===== config.mk =====
export PLATFORM = sky130hd
export DESIGN_NAME = rgb_pwm_driver_flat
export DESIGN_NICKNAME = d
export VERILOG_FILES = /design/src/rtl/rgb_pwm_driver_pkg.sv /design/src/rtl/rgb_pwm_driver_if.sv /design/src/rtl/rgb_pwm_driver_pwm_channel.sv /design/src/rtl/rgb_pwm_driver.sv /design/src/flat_wrapper.sv
export SDC_FILE = /design/constraint.sdc
export NUM_CORES = 1
export LEC_CHECK = 0
export CORE_ASPECT_RATIO = 2
export CORE_MARGIN = 2
export CORE_UTILIZATION = 52
export DETAILED_ROUTE_END_ITERATION = 6
export PLACE_DENSITY = 0.86
export SETUP_SLACK_MARGIN = 0.4
export SLEW_MARGIN = 40
export SYNTH_ARGS = -nofsm -noshare
export SYNTH_HDL_FRONTEND = slang
export SYNTH_SLANG_ARGS = --single-unit
export TNS_END_PERCENT = 5

===== constraint.sdc =====
create_clock -name clk -period 5.65 [get_ports clk]
set_input_delay 1.13 -clock clk [delete_from_list [all_inputs] [get_ports clk]]
set_output_delay 1.13 -clock clk [all_outputs]
set_load 0.1 [all_outputs]

===== src/rtl/rgb_pwm_driver_pkg.sv =====
// Shared types and constants for the RGB PWM driver and its colour source.
package rgb_pkg;

  localparam int PWM_BITS_DEFAULT = 8;
  localparam int CLK_HZ           = 12_000_000;

  typedef struct packed {
    logic [PWM_BITS_DEFAULT-1:0] r;
    logic [PWM_BITS_DEFAULT-1:0] g;
    logic [PWM_BITS_DEFAULT-1:0] b;
  } rgb_t;

endpackage


===== src/rtl/rgb_pwm_driver_if.sv =====
// Valid/ready colour-word channel from the sequencer into the PWM driver.
interface rgb_pwm_driver_if #(
  parameter int PWM_BITS = 8
);

  logic                in_valid;
  logic                in_ready;
  logic [PWM_BITS-1:0] in_r;
  logic [PWM_BITS-1:0] in_g;
  logic [PWM_BITS-1:0] in_b;

  modport master (output in_valid, output in_r, output in_g, output in_b, input in_ready);
  modport slave  (input in_valid, input in_r, input in_g, input in_b, output in_ready);

endinterface


===== src/rtl/rgb_pwm_driver_pwm_channel.sv =====
// One PWM pin: duty comparator against the shared phase, registered, with optional inversion.
module pwm_channel #(
  parameter int PWM_BITS   = 8,
  parameter bit ACTIVE_LOW = 1'b0
) (
  input  logic                clk,
  input  logic                rst,
  input  logic [PWM_BITS-1:0] phase,
  input  logic [PWM_BITS-1:0] duty,
  output logic                pin
);

  logic r_pin;

  always_ff @(posedge clk) begin
    if (rst) begin
      r_pin <= ACTIVE_LOW;
    end else begin
      r_pin <= (phase < duty) ^ ACTIVE_LOW;
    end
  end

  assign pin = r_pin;

endmodule


===== src/rtl/rgb_pwm_driver.sv =====
// Three-channel PWM driver: prescaled phase counter, one-deep pending colour word
// that is only promoted to the active duty at a period boundary.
module rgb_pwm_driver
  import rgb_pkg::*;
#(
  parameter int PWM_BITS   = PWM_BITS_DEFAULT,
  parameter int PRESCALE   = 47,
  parameter bit ACTIVE_LOW = 1'b0
) (
  input  logic              clk,
  input  logic              rst,
  rgb_pwm_driver_if.slave   s_if,
  output logic              RGB_R,
  output logic              RGB_G,
  output logic              RGB_B,
  output logic              frame_start
);

  localparam int              PS_W    = (PRESCALE > 1) ? $clog2(PRESCALE) : 1;
  localparam logic [PS_W-1:0] PS_LAST = PS_W'(PRESCALE - 1);

  logic [PS_W-1:0]     r_prescale;
  logic [PWM_BITS-1:0] r_phase;
  logic                r_pending_full;
  logic                r_in_ready;
  logic                r_boundary_d;
  logic                r_frame_start;
  logic                w_step_tick;
  logic                w_boundary;
  logic                w_accept;
  logic [PWM_BITS-1:0] w_in   [3];
  logic [PWM_BITS-1:0] r_pend [3];
  logic [PWM_BITS-1:0] r_duty [3];
  logic                w_pin  [3];

  assign w_step_tick = (r_prescale == PS_LAST);
  assign w_boundary  = w_step_tick && (r_phase == '1);
  assign w_accept    = s_if.in_valid && r_in_ready;

  assign w_in[0] = s_if.in_r;
  assign w_in[1] = s_if.in_g;
  assign w_in[2] = s_if.in_b;

  always_ff @(posedge clk) begin
    if (rst) begin
      r_prescale <= '0;
      r_phase    <= '0;
    end else begin
      r_prescale <= w_step_tick ? '0 : r_prescale + 1'b1;
      if (w_step_tick) begin
        r_phase <= r_phase + 1'b1;
      end
    end
  end

  // accept and promotion are mutually exclusive because in_ready mirrors !pending_full
  always_ff @(posedge clk) begin
    if (rst) begin
      r_pending_full <= 1'b0;
      r_in_ready     <= 1'b0;
    end else if (w_accept) begin
      r_pending_full <= 1'b1;
      r_in_ready     <= 1'b0;
    end else if (w_boundary && r_pending_full) begin
      r_pending_full <= 1'b0;
      r_in_ready     <= 1'b1;
    end else begin
      r_in_ready     <= !r_pending_full;
    end
  end

  // frame_start lines up with the first pin sample of phase 0, two edges after the boundary
  always_ff @(posedge clk) begin
    if (rst) begin
      r_boundary_d  <= 1'b0;
      r_frame_start <= 1'b0;
    end else begin
      r_boundary_d  <= w_boundary;
      r_frame_start <= r_boundary_d;
    end
  end

  generate
    for (genvar gi = 0; gi < 3; gi++) begin : g_chan
      always_ff @(posedge clk) begin
        if (rst) begin
          r_pend[gi] <= '0;
          r_duty[gi] <= '0;
        end else begin
          if (w_accept) begin
            r_pend[gi] <= w_in[gi];
          end
          if (w_boundary && r_pending_full) begin
            r_duty[gi] <= r_pend[gi];
          end
        end
      end

      pwm_channel #(
        .PWM_BITS   (PWM_BITS),
        .ACTIVE_LOW (ACTIVE_LOW)
      ) u_chan (
        .clk   (clk),
        .rst   (rst),
        .phase (r_phase),
        .duty  (r_duty[gi]),
        .pin   (w_pin[gi])
      );
    end
  endgenerate

  assign s_if.in_ready = r_in_ready;
  assign frame_start   = r_frame_start;
  assign RGB_R         = w_pin[0];
  assign RGB_G         = w_pin[1];
  assign RGB_B         = w_pin[2];

endmodule


===== src/flat_wrapper.sv =====
// flat-port wrapper written by rule: the top's interface ports become plain ports
module rgb_pwm_driver_flat import rgb_pkg::*;
#(
  parameter int PWM_BITS   = PWM_BITS_DEFAULT,
  parameter int PRESCALE   = 47,
  parameter bit ACTIVE_LOW = 1'b0
)
  (clk, rst, RGB_R, RGB_G, RGB_B, frame_start, s_if_in_valid, s_if_in_r, s_if_in_g, s_if_in_b, s_if_in_ready);
  rgb_pwm_driver_if #(.PWM_BITS(PWM_BITS)) s_if_i ();
  input  logic clk;
  input  logic rst;
  output logic RGB_R;
  output logic RGB_G;
  output logic RGB_B;
  output logic frame_start;
  input wire logic [$bits(s_if_i.in_valid)-1:0] s_if_in_valid;
  input wire logic [$bits(s_if_i.in_r)-1:0] s_if_in_r;
  input wire logic [$bits(s_if_i.in_g)-1:0] s_if_in_g;
  input wire logic [$bits(s_if_i.in_b)-1:0] s_if_in_b;
  output wire logic [$bits(s_if_i.in_ready)-1:0] s_if_in_ready;
  assign s_if_i.in_valid = s_if_in_valid;
  assign s_if_i.in_r = s_if_in_r;
  assign s_if_i.in_g = s_if_in_g;
  assign s_if_i.in_b = s_if_in_b;
  assign s_if_in_ready = s_if_i.in_ready;
  rgb_pwm_driver #(.PWM_BITS(PWM_BITS), .PRESCALE(PRESCALE), .ACTIVE_LOW(ACTIVE_LOW)) u_core (.clk(clk), .rst(rst), .s_if(s_if_i), .RGB_R(RGB_R), .RGB_G(RGB_G), .RGB_B(RGB_B), .frame_start(frame_start));
endmodule

### Yosys cells after proc, flatten, opt, wreduce, memory -nomap -nowiden

Memory sizes are Yosys's and may differ from the RTL's.
Cells that the tools add are included.

| word-level totals | value |
|---|---|
| flip-flop bits (word level) | 21 |
| memory bits (writable) | 48 |
| logic and storage cells | 48 |
| memories kept | 2 |

| operators by class | value |
|---|---|
| $add $sub $neg | 2 |
| magnitude comparators | 3 |
| equality and inequality tests | 2 |
| muxes and demuxes | 17 |
| bitwise logic cells | 6 |
| reduce and logical (&&, ||, !) cells | 7 |

Memory list:

| name | words | bits a word | rd ports | clocked after memory_dff | write ports | line | text |
|---|---|---|---|---|---|---|---|
| u_core.r_duty | 3 | 8 | 3 | 0 | 3 | rgb_pwm_driver.sv:33 | `logic [PWM_BITS-1:0] r_duty [3];` |
| u_core.r_pend | 3 | 8 | 3 | 0 | 3 | rgb_pwm_driver.sv:32 | `logic [PWM_BITS-1:0] r_pend [3];` |

Operators with widths:

| cell | number |
|---|---|
| 2-to-1 mux 8 bit | 6 |
| < comparator 8 bit | 3 |
| 2-to-1 mux 1 bit | 11 |
| adder 8 x 1 -> 8 bit (second input constant) | 1 |
| == test 8 bit (second input constant) | 1 |
| adder 6 x 1 -> 6 bit (second input constant) | 1 |
| == test 6 bit (second input constant) | 1 |
| OR 1 bit | 6 |
| OR reduction 2 bit | 2 |
| logical AND 1 bit | 3 |
| nonzero test 2 bit | 1 |
| zero test 1 bit | 1 |

### Depth between registers and ports, before layout

Gate-level depths: netlist of the first run.

| logic depth | value |
|---|---|
| depth after elaboration | 7 |
| depth in mapped cells | 6 |
| depth with buffers taken out | 5 |

### By module

From an unflattened synthesis of the first run, not the netlist that was laid out.

| second synthesis, totals | value |
|---|---|
| cells, all modules | 292 |
| area, all modules | 3358.2 um2 |

Modules (own cells, without submodules):

| module | times used | cells an instance | area each (um2) | sequential area each (um2) |
|---|---|---|---|---|
| rgb_pwm_driver | 1 | 214 | 2753.9 | 1801.7 |
| pwm_channel | 3 | 26 | 201.4 | 20.0 |

### Worst setup path before layout of the first run

No wires, ideal clock.

| timing | value |
|---|---|
| path kind | input-to-reg |
| start | input rst |
| end | memory u_core.r_duty[0][0] (enable) |
| setup time | 0.380 ns |
| arrival time | 2.220 ns |
| path slack | 3.050 ns |
| cell stages on the path | 3 |
| cells stage by stage | clkbuf_1 > buf_1 > a21o_1 |

RTL lines:

| item | line | text |
|---|---|---|
| start: declaration | flat_wrapper.sv:11 | `input logic rst;` |
| end: declaration | rgb_pwm_driver.sv:33 |  |

==> impl_metrics.ini, run 1 <==
[final_layout]
num-fill-cells = 450
stdcell_count = 363
drive_gt1_share_pct = 15.7
nNetsFinal = 346
diodes = 0
area_growth_pct = 18.8

[sta]
final_max_slew_viol_count = 0
relSlewSlack_pct = 52.2
setup_tns_ns = 0
skew_ns = 0.00328
setup_ws_ns = 2.81
worst_pin_slew_ns = 0.714
timing.fmax_mhz = 352
hold_viol = 0
fin_crit_sh_pct = 50.2
rsz0062_at_grt = false
layout_min_cycle_time_ns = 2.84
setup_viol = 0

[clock_tree]
htree_levels = 3
post_cts_buffers = 0
cts_made_buffers = 9
cts_root_buf = clkbuf_16
hold_buffers = 0
numClockSinks = 69
clk_latency_ns = 0.32
cts_buffer_depth = 2
post_cts_resized = 0
tritoncts = yes
clkTransAtPathRegs_ns = 0.05

[routing]
vias = 1980
drc = 0
firstDrtPassIters = 5
drtIter0Drc = 45
antenna_left = 0
post_drt_wl_per_cell_um = 15.1
routed_wl_mm = 5.49
vias_per_cell = 5.45

[synth]
synth_edf_count = 48
synth_area_um2 = 3220
synth.distinct_cells = 40
synthTopCellsByCount = 48 x edfxtp_1, 31 x and2_1, 24 x ha_1
synth_cells = 260
synth_nets = 311
synthArstFlopShare_pct = 0
ys_seq_area_share_pct = 57.8
synth_top_area_cell = edfxtp_1
ys_ff_latch = 69
synth_most_common_cell = edfxtp_1
synth_ff_type = edfxtp_1
synth_top_area_share_pct = 44.8
avgSynthCellArea_um2 = 12.4
ys.warnings.count = 0
ys_top_cells_by_area = edfxtp_1 45%, dfxtp_1 13%, ha_1 9.3%

[grt]
grt_pass1_vias = 1958
grt_max_degree = 26
antenna_found_initial = 0
grt_util_all_layers_pct = 18.9
grt_overflow = 0
grt_pass1_wl_mm = 9.27

[hold_path]
min_path_type = register to register

[place]
dp_hpwl_mm = 4.06
io_buffers = 31
placed_cells = 346
gp_congestion = 0.713
dp_slack_ns = 2.25

[critical_path]
cp_max_fo = 21
arrival_ns = 3.03
cp.required_ns = 5.84
worstSetupPathType = primary input to register
r2r_slack_ns = 3.48
cp-start-kind = primary input
crit_path_end_kind = register

[status]
status = complete, no violations

[floorplanning]
io_pins = 32
core_um2 = 6010
start_util_pct = 53.6
die_area_um2 = 6870
die_h_um = 115
die_x_um = 59.6
placementRows = 40

[pwr]
power_density_nw_per_um2 = 304
max-vdd-ir-drop_uv = 247
leakagePower_uw = 0.00160

[job]
max_cap_viol_count = 0
## registers in the layout (all words and copies together), names as in the netlist
register and flops:
u_core.s_if.in_ready 1, u_core.r_pend 24, u_core.r_phase 8, u_core.r_prescale 6
u_core.r_duty 24, u_core.r_boundary_d 1, u_core.g_chan.u_chan.pin 3, u_core.r_pending_full 1
u_core.frame_start 1
## final cells by class
type	count	area [µm²]	share of cell area, %
Clock buffer	9	225	5.89
Timing Repair Buffer	32	293	7.65
Sequential cell	69	1860	48.7
Multi-Input combinational cell	160	1220	32.0
Tap cell	63	78.8	2.06
Inverter	23	86.3	2.26
Clock inverter	7	56.3	1.47
## cell families after synthesis
kind of cell	after synthesis	synth area share, %
xor+xnor	3	0.816
fa+ha+maj	24	9.33
flops	69	57.8
mux	2	0.700
simple gates	95	19.7
compound gates	36	7.35
buf+inv	31	4.31
## critical path: stages
cell	delay [ns]
clkdlybuf4s50_1	0.77
or2b_1	0.44
nor4_4	0.25
buf_4	0.25
and2_2	0.18
## power by group
part           total, µW  leakage (µW)  internal (µW)  switching [µW]
registers            575      0.000653            567            8.25
clock network        520      0.000141            334             186
logic               68.6      0.000801           28.5            40.1
## worst paths after layout
check | startpoint | end | cells past startpoint
setup reg to reg | u_core.r_phase[0] | u_core.r_duty[1][2] | 4
hold / removal | u_core.r_boundary_d | u_core.frame_start | 1
hold reg to reg | u_core.r_boundary_d | u_core.frame_start | 1
setup / recovery | rst | u_core.r_duty[1][2] | 5
## cells in the final DEF (no fill, tap or decap), types with 3 or more instances in the layout
master and count:
edfxtp_1 48, and2_1 31, clkdlybuf4s50_1 26, ha_1 24, inv_1 23, dfxtp_1 21
and2_2 17, a21oi_1 11, clkbuf_16 9, o21ai_0 8, nor2_1 8, nor2b_1 6
nand3_1 5, buf_2 5, nand2_1 4, nand4_1 3, o2111a_1 3, o211ai_1 3
nor3b_1 3, a211oi_1 3, a2111oi_0 3, or3_1 3, clkinv_2 3, clkinv_1 3
## stage by stage
step | power (µW) | hold slack [ns] | cell area [µm²] | util [%]
after detailed placement | 654 | 0.463 | 3540 | 58.9
final | 1160 | 0.459 | 3830 | 63.7
after global routing | 1210 | 0.469 | 3830 | 63.7
after floorplan | 625 | 0.414 | 3220 | -
after global placement | 652 | 0.451 | 3560 | 59.2
after CTS | 1170 | 0.465 | 3820 | 63.6
## routing by layer
layer / part of all wire [%] / vias up / track usage (%)
met4: 3.3 / 0 / 11.3
met2: 58 / 41 / 33.2
met1: 35 / 929 / 19.5
li1: - / 997 / -
met3: 2.9 / 13 / 4.50
met5: 0 / - / 0
Power figures use the tool's default switching activity.
==> inputs of run 2 (changes only) <==
clock period = 2.79 ns   (was 5.65 ns; I/O delays follow)
==> run 2 against run 1 <==
  * Core utilization rose by 0.71 points
  * Clock power increased by 110%
  * Die area unchanged
  * Combinational power increased by 110%
  * Sequential share of layout area is 0.54 points lower
  * Final cell count increased by 0.83%
  * Setup slack lost 2.1 ns
  * Non-clock buffer count rose by 3
  * Highest routed layer unchanged
  * Total power increased by 110%
  * Design area up 1.1%
  * Largest cell class unchanged
==> impl_metrics.ini, run 2 (synthesis results as in run 1) <==
[status]
status = complete, no violations

[critical_path]
r2r_start = u_core.r_phase[0]
worstSetupPathType = register to register
crit_start = u_core.r_phase[0]
arrival_ns = 2.11
cp.required_ns = 2.79
cp-start-kind = register
crit_path_end_kind = register
cp_max_fo = 24

[sta]
skew_ns = 0.00393
rsz0062_at_grt = false
relSlewSlack_pct = 54.3
setup_tns_ns = 0
holdWs_ns = 0.446
final_max_slew_viol_count = 0
fin_crit_sh_pct = 75.6
setup_ws_ns = 0.681
setup_viol = 0
hold_viol = 0
layout_min_cycle_time_ns = 2.11
timing.fmax_mhz = 474
worst_pin_slew_ns = 0.668

[clock_tree]
post_cts_resized = 0
cts_buffer_depth = 2
htree_levels = 3
cts_made_buffers = 9
clkTransAtPathRegs_ns = 0.05
numClockSinks = 69
tritoncts = yes
clk_latency_ns = 0.33
cts_root_buf = clkbuf_16
post_cts_buffers = 0
hold_buffers = 0

[final_layout]
multi_input_area_um2 = 1220
fin_area_um2 = 3870
drive_gt1_share_pct = 16.2
seq_area_um2 = 1860
nNetsFinal = 349
num-fill-cells = 441
largest_registers = u_core.r_duty x24, u_core.r_pend x24, u_core.r_phase x8
diodes = 0
final_cell_mix = 48 x edfxtp_1, 31 x and2_1, 26 x clkdlybuf4s50_1
final_common_cell = edfxtp_1
stdcell_count = 366
area_growth_pct = 20.2

[grt]
grt_pass1_wl_mm = 9.07
grt_overflow = 0
grt_util_all_layers_pct = 18.1
grt_pass1_vias = 2101
grt_max_degree = 26
antenna_found_initial = 0

[routing]
vias = 2015
vias_per_cell = 5.51
routed_wl_mm = 5.33
drtIter0Drc = 46
drc = 0
antenna_left = 0
firstDrtPassIters = 4
post_drt_wl_per_cell_um = 14.6

[floorplanning]
placementRows = 40
core_um2 = 6010
io_pins = 32
die_h_um = 115
start_util_pct = 53.6
die_area_um2 = 6870
die_x_um = 59.6

[pwr]
power_frac_clock_pct = 45.2
max-vdd-ir-drop_uv = 568
comb_power_share_pct = 6.0
power_frac_seq_pct = 48.8
leakagePower_uw = 0.00162
switchingPower_uw = 484
netSwitchingFraction_pct = 20.2
power_density_nw_per_um2 = 618
p_int_uw = 1910

[job]
max_cap_viol_count = 0

[place]
io_buffers = 31
gp_congestion = 0.741
dp_slack_ns = 0.660
dp_hpwl_mm = 3.98
placed_area_um2 = 3580
placed_cells = 350

[hold_path]
hold_start = u_core.r_boundary_d
min_path_type = register to register
-- run 2: cell types whose count changed in the layout (fill, tap and decap cells not counted), sizes merged --
cell	delta
buf	+3
bufinv	-1
clkbuf	+6
clkinv	-5
-- run 2: area by class of cell --
cell class / count / share of cell area, %
multi-input cells: 160 / 31.6
well taps: 63 / 2.04
clock buffers: 15 / 7.44
repair buffers: 35 / 8.47
flip-flops and latches: 69 / 48.1
inverters: 23 / 2.23
clock inverters: 1 / 0.129
-- run 2: path summary, 6_finish.rpt --
kind | cells past startpoint | to | slack (ns)
max | 5 | u_core.r_duty[2][3] | 0.68
min reg2reg | 1 | u_core.frame_start | 0.45
max reg2reg | 5 | u_core.r_duty[2][3] | 0.68
min | 1 | u_core.frame_start | 0.45
-- run 2: power groups by stage --
| stage | Combinational [µW] | Sequential, µW | Clock (µW) |
|---|---|---|---|
| 6_report | 144 | 1170 | 1080 |
| 2_1_floorplan | 59.1 | 1210 | 0 |
| 4_1_cts | 146 | 1170 | 1090 |
| 3_3_place_gp | 138 | 1180 | 0 |
| 3_5_place_dp | 145 | 1190 | 0 |
| 5_1_grt | 158 | 1170 | 1140 |
-- run 2: per-layer routing --
metal,vias up,wire (µm),global-route usage (%)
met4,0,273,11.9
met5,-,0,0
li1,1001,-,-
met2,37,3030,32.1
met3,17,162,5.06
met1,960,1870,17.3
-- run 2: metrics by stage --
stage | power, µW | utilization, %
3_3_place_gp | 1320 | 59.5
4_1_cts | 2400 | 64.4
2_1_floorplan | 1270 | -
5_1_grt | 2470 | 64.4
6_report | 2390 | 64.4
3_5_place_dp | 1330 | 59.5
-- run 2: critical path, cell delays in order, from the launching register on --
cell	delay, ns
dfxtp_1	0.51
ha_1	0.25
nand4b_2	0.23
nor3_1	0.32
a21o_1	0.17
buf_4	0.29
==> variant 1 (settings of run 2) <==
`PRESCALE` is set to 47 in 2 places; all go to 94.
--- a/src/rtl/rgb_pwm_driver.sv
+++ b/src/rtl/rgb_pwm_driver.sv
@@ -4,7 +4,7 @@
   import rgb_pkg::*;
 #(
   parameter int PWM_BITS   = PWM_BITS_DEFAULT,
-  parameter int PRESCALE   = 47,
+  parameter int PRESCALE   = 94,
   parameter bit ACTIVE_LOW = 1'b0
 ) (
   input  logic              clk,
--- a/src/flat_wrapper.sv
+++ b/src/flat_wrapper.sv
@@ -2,7 +2,7 @@
 module rgb_pwm_driver_flat import rgb_pkg::*;
 #(
   parameter int PWM_BITS   = PWM_BITS_DEFAULT,
-  parameter int PRESCALE   = 47,
+  parameter int PRESCALE   = 94,
   parameter bit ACTIVE_LOW = 1'b0
 )
   (clk, rst, RGB_R, RGB_G, RGB_B, frame_start, s_if_in_valid, s_if_in_r, s_if_in_g, s_if_in_b, s_if_in_ready);
Check against the original RTL: same outputs for any inputs over 10 cycles, from zero or initial values and one cycle with rst high; that may be too few to reach the edited logic, so the function may still have changed.
==> variant 1 against run 2 <==
Global-route usage is 1.0 points higher; first-iteration DRC count is 52% higher; total power is 3.1% lower; count of clock-buffer cells in the layout is 3 lower; sequential share of layout area is 1.5 points lower; sequential cell count is 1 higher; worst setup slack worse by 130 ps; routed wire length is 17% higher; worst hold slack better by 14 ps; cell area is 4.2% higher; area after synthesis is 5.8% higher; highest routed layer unchanged.
==> variant 1: results (changes against run 2) <==
[yosys]
synth_common_cells = inv_1 (51), edfxtp_1 (48), nor4_1 (25), and2_1 (24), ha_1 (24)  ; was edfxtp_1 (48), and2_1 (31), ha_1 (24), inv_1 (23), dfxtp_1 (21)
synthXorXnorAreaFrac_pct = 0.772  ; was 0.816%
syn_nets = 353  ; was 311
seq_area_frac_synth_pct = 55.3  ; was 57.8%
synth_area_leaders = edfxtp_1 (42%), dfxtp_1 (13%), ha_1 (8.8%), inv_1 (5.6%), nor4_1 (4.6%)  ; was edfxtp_1 (45%), dfxtp_1 (13%), ha_1 (9.3%), and2_1 (6.0%), and2_2 (4.0%)
synth_edf_count = 48  ; unchanged
synth_compound_area_share_pct = 7.61  ; was 7.35%
synth_mux_area_share_pct = 0.992  ; was 0.700%
synthArstFlopShare_pct = 0  ; unchanged
synth.distinct_cells = 42  ; was 40
synth_adder_area_share_pct = 8.82  ; was 9.33%

[cells_and_area]
drive_gt1_share_pct = 10.0  ; was 16.2%
fin_nets = 386  ; was 349
fillCellCount = 454  ; was 441
antenna_cells = 0  ; unchanged
reg_top3 = u_core.r_duty x24, u_core.r_pend x24, u_core.r_phase x8  ; unchanged

[grt]
use_met2_pct = 33.3  ; was 32.1%
grt_pass1_wl_mm = 10.1  ; was 9.07 mm
grt_usage_pct = 19.1  ; was 18.1%
grt_max_degree = 27  ; was 26
grt.met3_usage_pct = 4.05  ; was 5.06%
grtUsageMet1_pct = 20.0  ; was 17.3%

[run_status]
status = finished clean  ; unchanged

[sta]
timing.clock.skew_ps = 5.86  ; was 3.93 ps
worst_pin_slew_ps = 771  ; was 668 ps
hold_ws_ps = 459  ; was 446 ps

[floorplanning]
rows = 41  ; was 40

[setup_path]
timing.rr.end = u_core.r_duty[2][6]  ; was u_core.r_duty[2][3]
reg2reg_from = u_core.r_phase[0]  ; unchanged
startpoint_type = register  ; unchanged
crit_arrival_ps = 2240  ; was 2110 ps
regToRegSetupSlack_ps = 550  ; was 680 ps
reg2reg_depth = 4  ; was 5

[cts]
cts-buffers-inserted = 9  ; unchanged
cts_root_buffer = clkbuf_16  ; unchanged
clock_latency_ps = 330  ; about the same
cts_resized = 0  ; unchanged
cts.path.max_buffers = 2  ; unchanged

[route]
drtIter0Drc = 70  ; was 46
wl_mm = 6.26  ; was 5.33 mm
via_count = 2334  ; was 2015
drt_pre_antenna_iters = 4  ; unchanged

[placement]
dp_hpwl_mm = 4.38  ; was 3.98 mm
io_buffer_count = 31  ; unchanged
place_congestion = 0.796  ; was 0.741

[hold_path]
hold-path-cell-count = 1  ; unchanged

[power_and_ir_drop]
vdd_drop_max_uv = 720  ; was 568 uV
power.leakage_nw = 1.60  ; was 1.62 nW

-- variant 1: how the worst max path moves through the flow --
stage / end / depth (start not counted)
after global routing: u_core.r_duty[2][4] / 4
after detailed placement: u_core.r_duty[0][5] / 4
final: u_core.r_duty[2][6] / 4
after floorplan: u_core.r_duty[0][0] / 5
after CTS: u_core.r_duty[2][3] / 4
after global placement: u_core.r_pend[1][1] / 4
-- variant 1: logic make-up after synthesis --
group | after synthesis
buffers and inverters | 65
multiplexers | 3
adder cells (fa/ha/maj) | 24
flip-flops | 70
AND/OR/NAND/NOR | 101
XOR/XNOR | 3
AO/OA/AOI/OAI | 36
-- variant 1: power by group --
group | internal [mW] | switching, mW
combinational | 0.0684 | 0.0957
sequential | 1.16 | 0.0189
clock | 0.588 | 0.383
total | 1.82 | 0.498
-- variant 1: metal layers --
metal  vias to the layer above  part of all wire, %
met5                         -                    0
met1                      1108                   36
met4                         0                  3.4
met2                        59                   57
li1                       1148                    -
met3                        19                  3.4
-- variant 1: layout make-up --
class,instances,share of cell area [%]
inverter,51,4.75
clock buffer,12,5.86
clock inverter,3,0.310
sequential,70,46.7
timing repair buffer,35,8.13
multi-input combinational,168,31.6
tap,86,2.67
-- variant 1: through the flow --
step                instance area (um2)  std cells  total power, mW  setup slack [ps]
global placement                   3770        409             1.36               436
finish                             4030        425             2.32               552
CTS                                4020        424             2.32               477
floorplan                          3420        302             1.30               527
global route                       4030        425             2.39               459
detailed placement                 3770        409             1.37               369
-- variant 1: critical path: stages, from the launching register on --
cell,delay [ps]
dfxtp_1,520
ha_1,460
nand4_4,290
o31ai_4,300
buf_4,330
-- variant 1: what timing repair did --
| item | CTS | global route |
|---|---|---|
| buffers inserted | 0 | 0 |
| hold buffers | 0 | 0 |
| setup endpoints to repair | 0 | 24 |
==> variant 2 (settings of run 2) <==
Without the edit above. Register the output `RGB_G`; this adds one clock of latency there. The other outputs are not delayed to match.
--- a/src/rtl/rgb_pwm_driver.sv
+++ b/src/rtl/rgb_pwm_driver.sv
@@ -112,7 +112,9 @@
   assign s_if.in_ready = r_in_ready;
   assign frame_start   = r_frame_start;
   assign RGB_R         = w_pin[0];
-  assign RGB_G         = w_pin[1];
+  always_ff @(posedge clk) begin
+    RGB_G <= w_pin[1];
+  end
   assign RGB_B         = w_pin[2];
 
 endmodule
Behaviour: same outputs for any inputs over 10 cycles, from zero or initial values and one cycle with rst high; that may be too few to reach the edited logic, so the function may still have changed.
==> variant 2 against run 2 <==
Sequential cell count grew 1; cell area shrank 0.26%; total power shrank 2.8%; area after synthesis grew 0.62%; via count grew 1.2%; clock skew grew 1.5 ps; count of clock-buffer cells in the layout is the same; routed wire length grew 1.3%; die area grew 0.59%; worst setup slack gained 18 ps; critical path depth is the same; clock power shrank 7%; critical path type unchanged; largest power group unchanged.
==> variant 2: results (changes against run 2) <==
[yosys]
syn_nets = 312  ; was 311
synth_area_leaders = edfxtp_1 (44%), dfxtp_1 (14%), ha_1 (9.3%), and2_1 (6.0%), and2_2 (3.9%)  ; was edfxtp_1 (45%), dfxtp_1 (13%), ha_1 (9.3%), and2_1 (6.0%), and2_2 (4.0%)
syn_inst = 261  ; was 260
synth_common_cells = edfxtp_1 (48), and2_1 (31), ha_1 (24), inv_1 (23), dfxtp_1 (22)  ; was edfxtp_1 (48), and2_1 (31), ha_1 (24), inv_1 (23), dfxtp_1 (21)
synth_mux_area_share_pct = 0.695  ; was 0.700%
synthArstFlopShare_pct = 0  ; unchanged
synth_adder_area_share_pct = 9.27  ; was 9.33%
synthXorXnorAreaFrac_pct = 0.811  ; was 0.816%
synth_compound_area_share_pct = 7.30  ; was 7.35%
seq_area_frac_synth_pct = 58.1  ; was 57.8%

[route]
via_count = 2040  ; was 2015
wire_per_inst_um = 14.7  ; was 14.6 um
vias_per_cell = 5.56  ; was 5.51
drtIter0Drc = 65  ; was 46

[power_and_ir_drop]
power.leakage_nw = 1.61  ; was 1.62 nW
vdd_drop_max_uv = 464  ; was 568 uV

[run_status]
status = finished clean  ; unchanged

[placement]
place_congestion = 0.709  ; was 0.741
dp_hpwl_mm = 3.89  ; was 3.98 mm
placed_area_um2 = 3600  ; was 3580 um2

[sta]
worst_pin_slew_ps = 638  ; was 668 ps
timing.clock.skew_ps = 5.42  ; was 3.93 ps

[setup_path]
crit_arrival_ps = 2090  ; was 2110 ps

[grt]
grt_pass1_vias = 2082  ; was 2101
grt_pass1_wl_mm = 9.14  ; was 9.07 mm
grt_usage_pct = 18.1  ; about the same

[cells_and_area]
drive_gt1_share_pct = 15.1  ; was 16.2%
fin_nets = 350  ; was 349

[hold_path]
hp-class = register to register  ; unchanged

-- variant 2: changes by cell type after synthesis --
cell            run 2  this run
dfxtp_1            21        22
-- variant 2: cells by family (layout without fill, tap and decap cells) --
logic type / after synthesis / in the layout
adders and majority gates: 24 / 24
DFF: 70 / 70
xor gates and xnor gates: 3 / 3
buffers and inverters: 31 / 74
AOI/OAI and AO/OA: 36 / 36
and+or+nand+nor: 95 / 95
muxes: 2 / 2
-- variant 2: path summary, 6_finish.rpt --
path | slack (ps) | end | from | cells past startpoint
setup / recovery | 700 | u_core.r_duty[2][3] | u_core.r_phase[0] | 5
hold / removal | 330 | u_core.RGB_G | u_core.g_chan[1].u_chan.pin | 0
setup reg to reg | 700 | u_core.r_duty[2][3] | u_core.r_phase[0] | 5
hold reg to reg | 330 | u_core.RGB_G | u_core.g_chan[1].u_chan.pin | 0
-- variant 2: metrics by stage --
step	hold slack, ps	setup WS, ps
6_report	327	699
5_1_grt	329	596
4_1_cts	328	707
3_5_place_dp	316	659
3_3_place_gp	312	609
2_1_floorplan	310	635
-- variant 2: final cells by class --
| class | instances | area [um2] |
|---|---|---|
| Clock buffer | 15 | 258 |
| Sequential cell | 70 | 1880 |
| Clock inverter | 1 | 5.00 |
| Timing Repair Buffer | 35 | 328 |
| Fill cell | 453 | 2150 |
| Tap cell | 63 | 78.8 |
| Inverter | 23 | 86.3 |
| Multi-Input combinational cell | 160 | 1220 |
-- variant 2: worst max-delay path, stage by stage (launching register included) --
cell	delay (ps)
dfxtp_1	510
ha_1	250
nand4b_2	230
nor3_1	320
a21o_1	160
buf_4	280
-- variant 2: routing by layer --
layer  part of all wire (%)  track usage (%)  vias up
met4                    4.3             11.9        0
met3                    3.2             3.79       16
met2                     57             32.8       55
met5                      0                0        -
met1                     36             17.4      961
li1                       -                -     1008
-- variant 2: power by group --
group,internal [mW],leakage [nW],switching (mW)
sequential,1.16,0.661,0.0178
clock,0.625,0.128,0.374
combinational,0.0625,0.820,0.0811
